==> src/rtl/p2s_pkg.sv <==
// rtl/p2s_pkg.sv - shared widths and types for the parallel_to_serial block
//
// Purpose : default word width, bit-counter width and the word type used by
//           the parallel-to-serial shifter and its optional bit counter.
// Ports   : none (package).
package p2s_pkg;

  localparam int P2S_WIDTH_DEFAULT = 32;
  localparam int P2S_CNT_W         = $clog2(P2S_WIDTH_DEFAULT + 1);

  typedef logic [P2S_WIDTH_DEFAULT-1:0] p2s_word_t;

endpackage

==> src/rtl/p2s_bit_counter.sv <==
// rtl/p2s_bit_counter.sv - saturating shift counter for the serialiser
//
// Purpose : counts shifts from 0 up to WIDTH and then holds; cleared by load.
// Ports   :
//   clk      in   serial clock
//   reset_n  in   asynchronous active-low reset
//   i_clear  in   clear to 0 (load has priority over shifting)
//   i_inc    in   one shift happened this edge
//   o_cnt    out  shifts performed since the last load, 0..WIDTH
//   o_done   out  high when o_cnt == WIDTH
module p2s_bit_counter
  import p2s_pkg::*;
#(
  parameter int WIDTH = P2S_WIDTH_DEFAULT,
  parameter int CNT_W = $clog2(WIDTH + 1)
) (
  input  logic             clk,
  input  logic             reset_n,
  input  logic             i_clear,
  input  logic             i_inc,
  output logic [CNT_W-1:0] o_cnt,
  output logic             o_done
);

  localparam logic [CNT_W-1:0] CNT_MAX = CNT_W'(WIDTH);

  logic [CNT_W-1:0] r_cnt;
  logic             w_full;

  assign w_full = (r_cnt == CNT_MAX);

  always_ff @(posedge clk or negedge reset_n) begin
    if (!reset_n) begin
      r_cnt <= '0;
    end else if (i_clear) begin
      r_cnt <= '0;
    end else if (i_inc && !w_full) begin
      r_cnt <= r_cnt + CNT_W'(1);
    end
  end

  assign o_cnt  = r_cnt;
  assign o_done = w_full;

endmodule

==> src/rtl/parallel_to_serial.sv <==
// rtl/parallel_to_serial.sv - parallel-load MSB-first serialiser
//
// Purpose : captures a parallel word while load is high and shifts it out
//           MSB first, one bit per clk while en is high. ser is forced to 0
//           whenever en is low.
// Build   : define P2S_BIT_COUNT_EN to add the bit_cnt / done outputs.
// Ports   :
//   clk      in   serial clock, all state changes on its rising edge
//   reset_n  in   asynchronous active-low reset
//   load     in   level; reload data_in every edge while high (beats en)
//   en       in   level; output enable and shift enable
//   data_in  in   WIDTH-bit parallel word
//   ser      out  serial data, MSB first, 0 while en is low
//   bit_cnt  out  (P2S_BIT_COUNT_EN) shifts since last load, saturates at WIDTH
//   done     out  (P2S_BIT_COUNT_EN) high when bit_cnt == WIDTH
module parallel_to_serial
  import p2s_pkg::*;
#(
  parameter int WIDTH = P2S_WIDTH_DEFAULT
) (
  input  logic                       clk,
  input  logic                       reset_n,
  input  logic                       load,
  input  logic                       en,
  input  logic [WIDTH-1:0]           data_in,
`ifdef P2S_BIT_COUNT_EN
  output logic [$clog2(WIDTH+1)-1:0] bit_cnt,
  output logic                       done,
`endif
  output logic                       ser
);

  logic [WIDTH-1:0] r_shreg;
  logic             w_shift;

  assign w_shift = en && !load;

  always_ff @(posedge clk or negedge reset_n) begin
    if (!reset_n) begin
      r_shreg <= '0;
    end else if (load) begin
      r_shreg <= data_in;
    end else if (en) begin
      // Zero fill: once every bit has gone out the line stays low.
      r_shreg <= {r_shreg[WIDTH-2:0], 1'b0};
    end
  end

  // Combinational gate so the MSB is visible as soon as en rises.
  assign ser = en & r_shreg[WIDTH-1];

`ifdef P2S_BIT_COUNT_EN
  p2s_bit_counter #(
    .WIDTH (WIDTH),
    .CNT_W ($clog2(WIDTH + 1))
  ) u_bit_counter (
    .clk     (clk),
    .reset_n (reset_n),
    .i_clear (load),
    .i_inc   (w_shift),
    .o_cnt   (bit_cnt),
    .o_done  (done)
  );
`else
  // Counter only exists when the count outputs are built.
  logic w_unused;
  assign w_unused = w_shift;
`endif

endmodule

==> config.mk <==
export PLATFORM = sky130hd
export DESIGN_NAME = parallel_to_serial
export DESIGN_NICKNAME = d
export VERILOG_FILES = /design/src/rtl/p2s_pkg.sv /design/src/rtl/p2s_bit_counter.sv /design/src/rtl/parallel_to_serial.sv
export SDC_FILE = /design/constraint.sdc
export NUM_CORES = 1
export LEC_CHECK = 0
export CAP_MARGIN = 0
export CORE_MARGIN = 1.5
export CORE_UTILIZATION = 45
export DETAILED_ROUTE_END_ITERATION = 7
export GPL_TIMING_DRIVEN = 0
export PLACE_DENSITY_LB_ADDON = 0.12
export RECOVER_POWER = 50
export SLEW_MARGIN = 20
export SYNTH_ARGS = -nofsm -noshare
export SYNTH_HDL_FRONTEND = slang
export SYNTH_SLANG_ARGS = --single-unit
==> constraint.sdc <==
create_clock -name clk -period 1.1 [get_ports clk]
set_input_delay 0.33 -clock clk [delete_from_list [all_inputs] [get_ports clk]]
set_output_delay 0.33 -clock clk [all_outputs]
set_load 0.05 [all_outputs]
Word-level counts from Yosys, hierarchy flattened
Index checks and enable logic that the tools add are counted.

word-level totals
  output and inout port bits = 1
  input port bits = 36
  register bits = 32
  word-level logic and storage cells = 5

operators by class
  reduce and logical (&&, ||, !) cells = 1
  muxes and demuxes = 2
  bitwise logic cells = 1

operator list
  kind                number
  $mux W32            2
  $reduce_bool A2 Y1  1
  $and A1 B1 Y1       1

Depth between registers and ports, before layout
  word-level depth = 2
  gate-level depth with buffers = 4
  depth with buffers taken out = 2

Worst setup path before layout
Ideal clock, no wire load.

  path kind = in2out
  start = in en
  end = out ser
  arrival time = 1.013 ns
  buffers on the path = 2
  setup slack = -0.243 ns
  stages = 3
  required time = 0.770 ns
  cells stage by stage = buf_6 buf_12 and2_1

on the way
  cells in the longest elaborated chain, start to end = 1

RTL lines
  item             line                      RTL
  start, declared  parallel_to_serial.sv:24  input logic en,
  $and A1 B1 Y1    parallel_to_serial.sv:50  assign ser = en & r_shreg[WIDTH-1];
  end, declared    parallel_to_serial.sv:30  output logic ser

No other way between the ends.

Worst setup path in the final report
  start = reg r_shreg[31]
  end = out ser

on the way
  cells in the longest elaborated chain, start to end = 1

RTL lines
  item                    line                      RTL
  start, declared         parallel_to_serial.sv:33  logic [WIDTH-1:0] r_shreg;
  start signal, assigned  parallel_to_serial.sv:42  r_shreg <= data_in;
  start signal, assigned  parallel_to_serial.sv:45  r_shreg <= {r_shreg[WIDTH-2:0], 1'b0};
  $and A1 B1 Y1           parallel_to_serial.sv:50

No other way between the ends.

==> reports/metrics.csv <==
stage,metric,value,unit
drt,wire_per_inst,12.4,µm
clock_network,cts_buffer_depth,2,
synthesis,synth_top_cell_by_area,dfrtp_1,
sta,setup_viol_count_final,1,
clock_network,clockRootBuffer,clkbuf_4,
floorplan,die_y,60.9,µm
setup_path,cp_max_fo,2,
sta,slew_headroom,48.4,%
synthesis,ys_types,12,
placement,place_hpwl,2.01,mm
clock_network,path_clk_slew,100,ps
finish,antenna_cells,0,
drt,drtIter0Drc,55,
run_status,status,finished with violations,
finish,regMostFlops,r_shreg,
sta,fmax,750,MHz
sta,finalCritPeriodShare,121,%
finish,nets,217,
synthesis,syn_nets,176,
sta,final_hold_viol_count,0,
clock_network,cts_hold_buffers,0,
sta,slew_viol_final,0,
global_route,grt_pass1_vias,1152,
global_route,grt_first_pass_wirelength,4.87,mm
setup_path,critical_path_required,770,ps
global_route,grt_usage,17.9,%
setup_path,r2r_cells,2,
placement,portBuffers,34,
drt,wirelength,2.80,mm
flow_run,maxCapViolCount,0,
clock_network,clkSinkCount,32,
synthesis,seq_area_frac_synth,53.0,%
synthesis,ys_warn_count,0,
sta,setup_slack,-234,ps
setup_path,ff2ff_setup_slack,360,ps
finish,synthToLayoutAreaGrowth,31.0,%
drt,dr.pass1.iters,4,
synthesis,synth.avg_cell_area,10.8,µm²
hold_path,hp-class,input port to asynchronous set/reset pin,
floorplan,rows,20,
clock_network,cts_tree,yes,
pwr,powerDensity,1270,nW/µm²
placement,place_congestion,0.740,
synthesis,ys_seq_elements,32,
global_route,antenna_found_initial,0,
finish,final_util,63.2,%
clock_network,post_cts_buffers,0,
global_route,grt_max_degree,33,
synthesis,synthCells,140,
global_route,overflow,0,
drt,vias,1106,
pwr,ir_worst_vdd,0.792,mV
sta,rsz0062_at_grt,true,
setup_path,reg2reg_from,r_shreg[22],
floorplan,dieArea,3710,µm²
drt,drcViolationCount,0,
clock_network,clock_latency,330,ps
floorplan,die_w,60.9,µm
setup_path,critPathLaunchType,flop,
synthesis,synth_area_leaders,"dfrtp_1 (53%), mux2i_1 (21%), o21ai_1 (9.3%), nand2_1 (8.0%), buf_12 (4.0%)",
sta,tightestPinTransition,774,ps
sta,period_minus_slack,1330,ps
setup_path,rr_endpoint,r_shreg[23],
drt,ant_nets,0,
pwr,leakagePower,0.000924,µW
synthesis,synth_top_area_share,53.0,%
setup_path,critPathKind,flop to output pin,
sta,tns,-234,ps
drt,detail_route.vias_per_cell,4.89,
sta,finClkSkew,9.86,ps
run_status,violations,negative setup slack,
floorplan,start_util,48.3,%
floorplan,ios,37,
setup_path,crit_arrival,1000,ps
setup_path,endpoint_kind,output pin,
synthesis,syn_area,1510,µm²
clock_network,numCtsBuffers,5,
finish,layout-drive-gt1-share,11.0,%
clock_network,htree_levels,2,
finish,largest_register_ffs,32,
finish,largestRegisters,r_shreg: 32 flops,
floorplan,core,3130,µm²
## final cells by class
| cell class | count | area [µm²] |
|---|---|---|
| tap | 44 | 55.1 |
| clock inverter | 2 | 10.0 |
| multi-input combinational | 97 | 606 |
| sequential | 32 | 801 |
| clock buffer | 6 | 51.3 |
| timing repair buffer | 34 | 340 |
| buffer | 11 | 115 |
| fill | 296 | 1150 |
## per-layer routing
metal	global-route usage, %	part of all wire, %
met5	0	0
met4	4.66	0.82
met3	6.40	5.9
met2	29.3	45
met1	22.7	48
## worst max path at each step
| stage | start | to | slack, ps | cells past startpoint |
|---|---|---|---|---|
| after floorplan | en | ser | -20 | 3 |
| after detailed placement | en | ser | -720 | 4 |
| after CTS | r_shreg[31] | ser | -250 | 2 |
| final | r_shreg[31] | ser | -230 | 2 |
| after global placement | reset_n | r_shreg[12] | -860 | 1 |
| after global routing | r_shreg[31] | ser | -280 | 2 |
## through the flow
stage                     hold slack, ps  std cells  setup WS (ps)  power, µW  area, µm²
final                               61.8        226           -234       2510       1980
after floorplan                     34.4        140          -16.4       1640       1520
after detailed placement             415        218           -724       1850       1910
after CTS                           50.3        226           -246       2550       1980
after global placement               533        218           -863       1830       1920
after global routing                97.1        226           -282       2670       1980
## what timing repair did
item	4_1_cts	5_1_grt
pin swaps	1	0
hold endpoints to repair	0	0
gates resized for setup	8	0
gates cloned	0	0
endpoints found under the setup margin	1	1
## cell usage after synthesis
library cell / n
and2_1: 1
buf_12: 3
buf_2: 4
buf_4: 1
buf_6: 1
clkbuf_1: 2
dfrtp_1: 32
mux2i_1: 31
nand2_1: 32
nand2b_1: 1
o21ai_0: 4
o21ai_1: 28
## cells by family (layout without fill, tap and decap cells)
group | Yosys count | count (layout) | share of synthesized area [%]
buffers and inverters | 11 | 53 | 7.04
AO/OA/AOI/OAI | 32 | 32 | 10.6
multiplexers | 31 | 31 | 20.5
flip-flops | 32 | 32 | 53.0
AND/OR/NAND/NOR | 34 | 34 | 8.78
## power by group
group	switching, µW	leakage [µW]	total, µW	internal, µW
Clock	385	0.0000380	689	304
Combinational	198	0.000496	462	265
Sequential	64.3	0.000390	1360	1300
## placed cells by master, fill, tap and decap left out, drive strengths merged
master,n
clkbuf,9
nand2b,1
and2,1
dfrtp,32
mux2i,31
clkdlybuf4s50,32
nand2,32
buf,10
o21ai,32
clkinv,2
## critical path, stage by stage, from the launching register on
cell     delay [ps]
dfrtp_1         390
and2_4          140
buf_8           140
(Power assumes the default switching activity.)
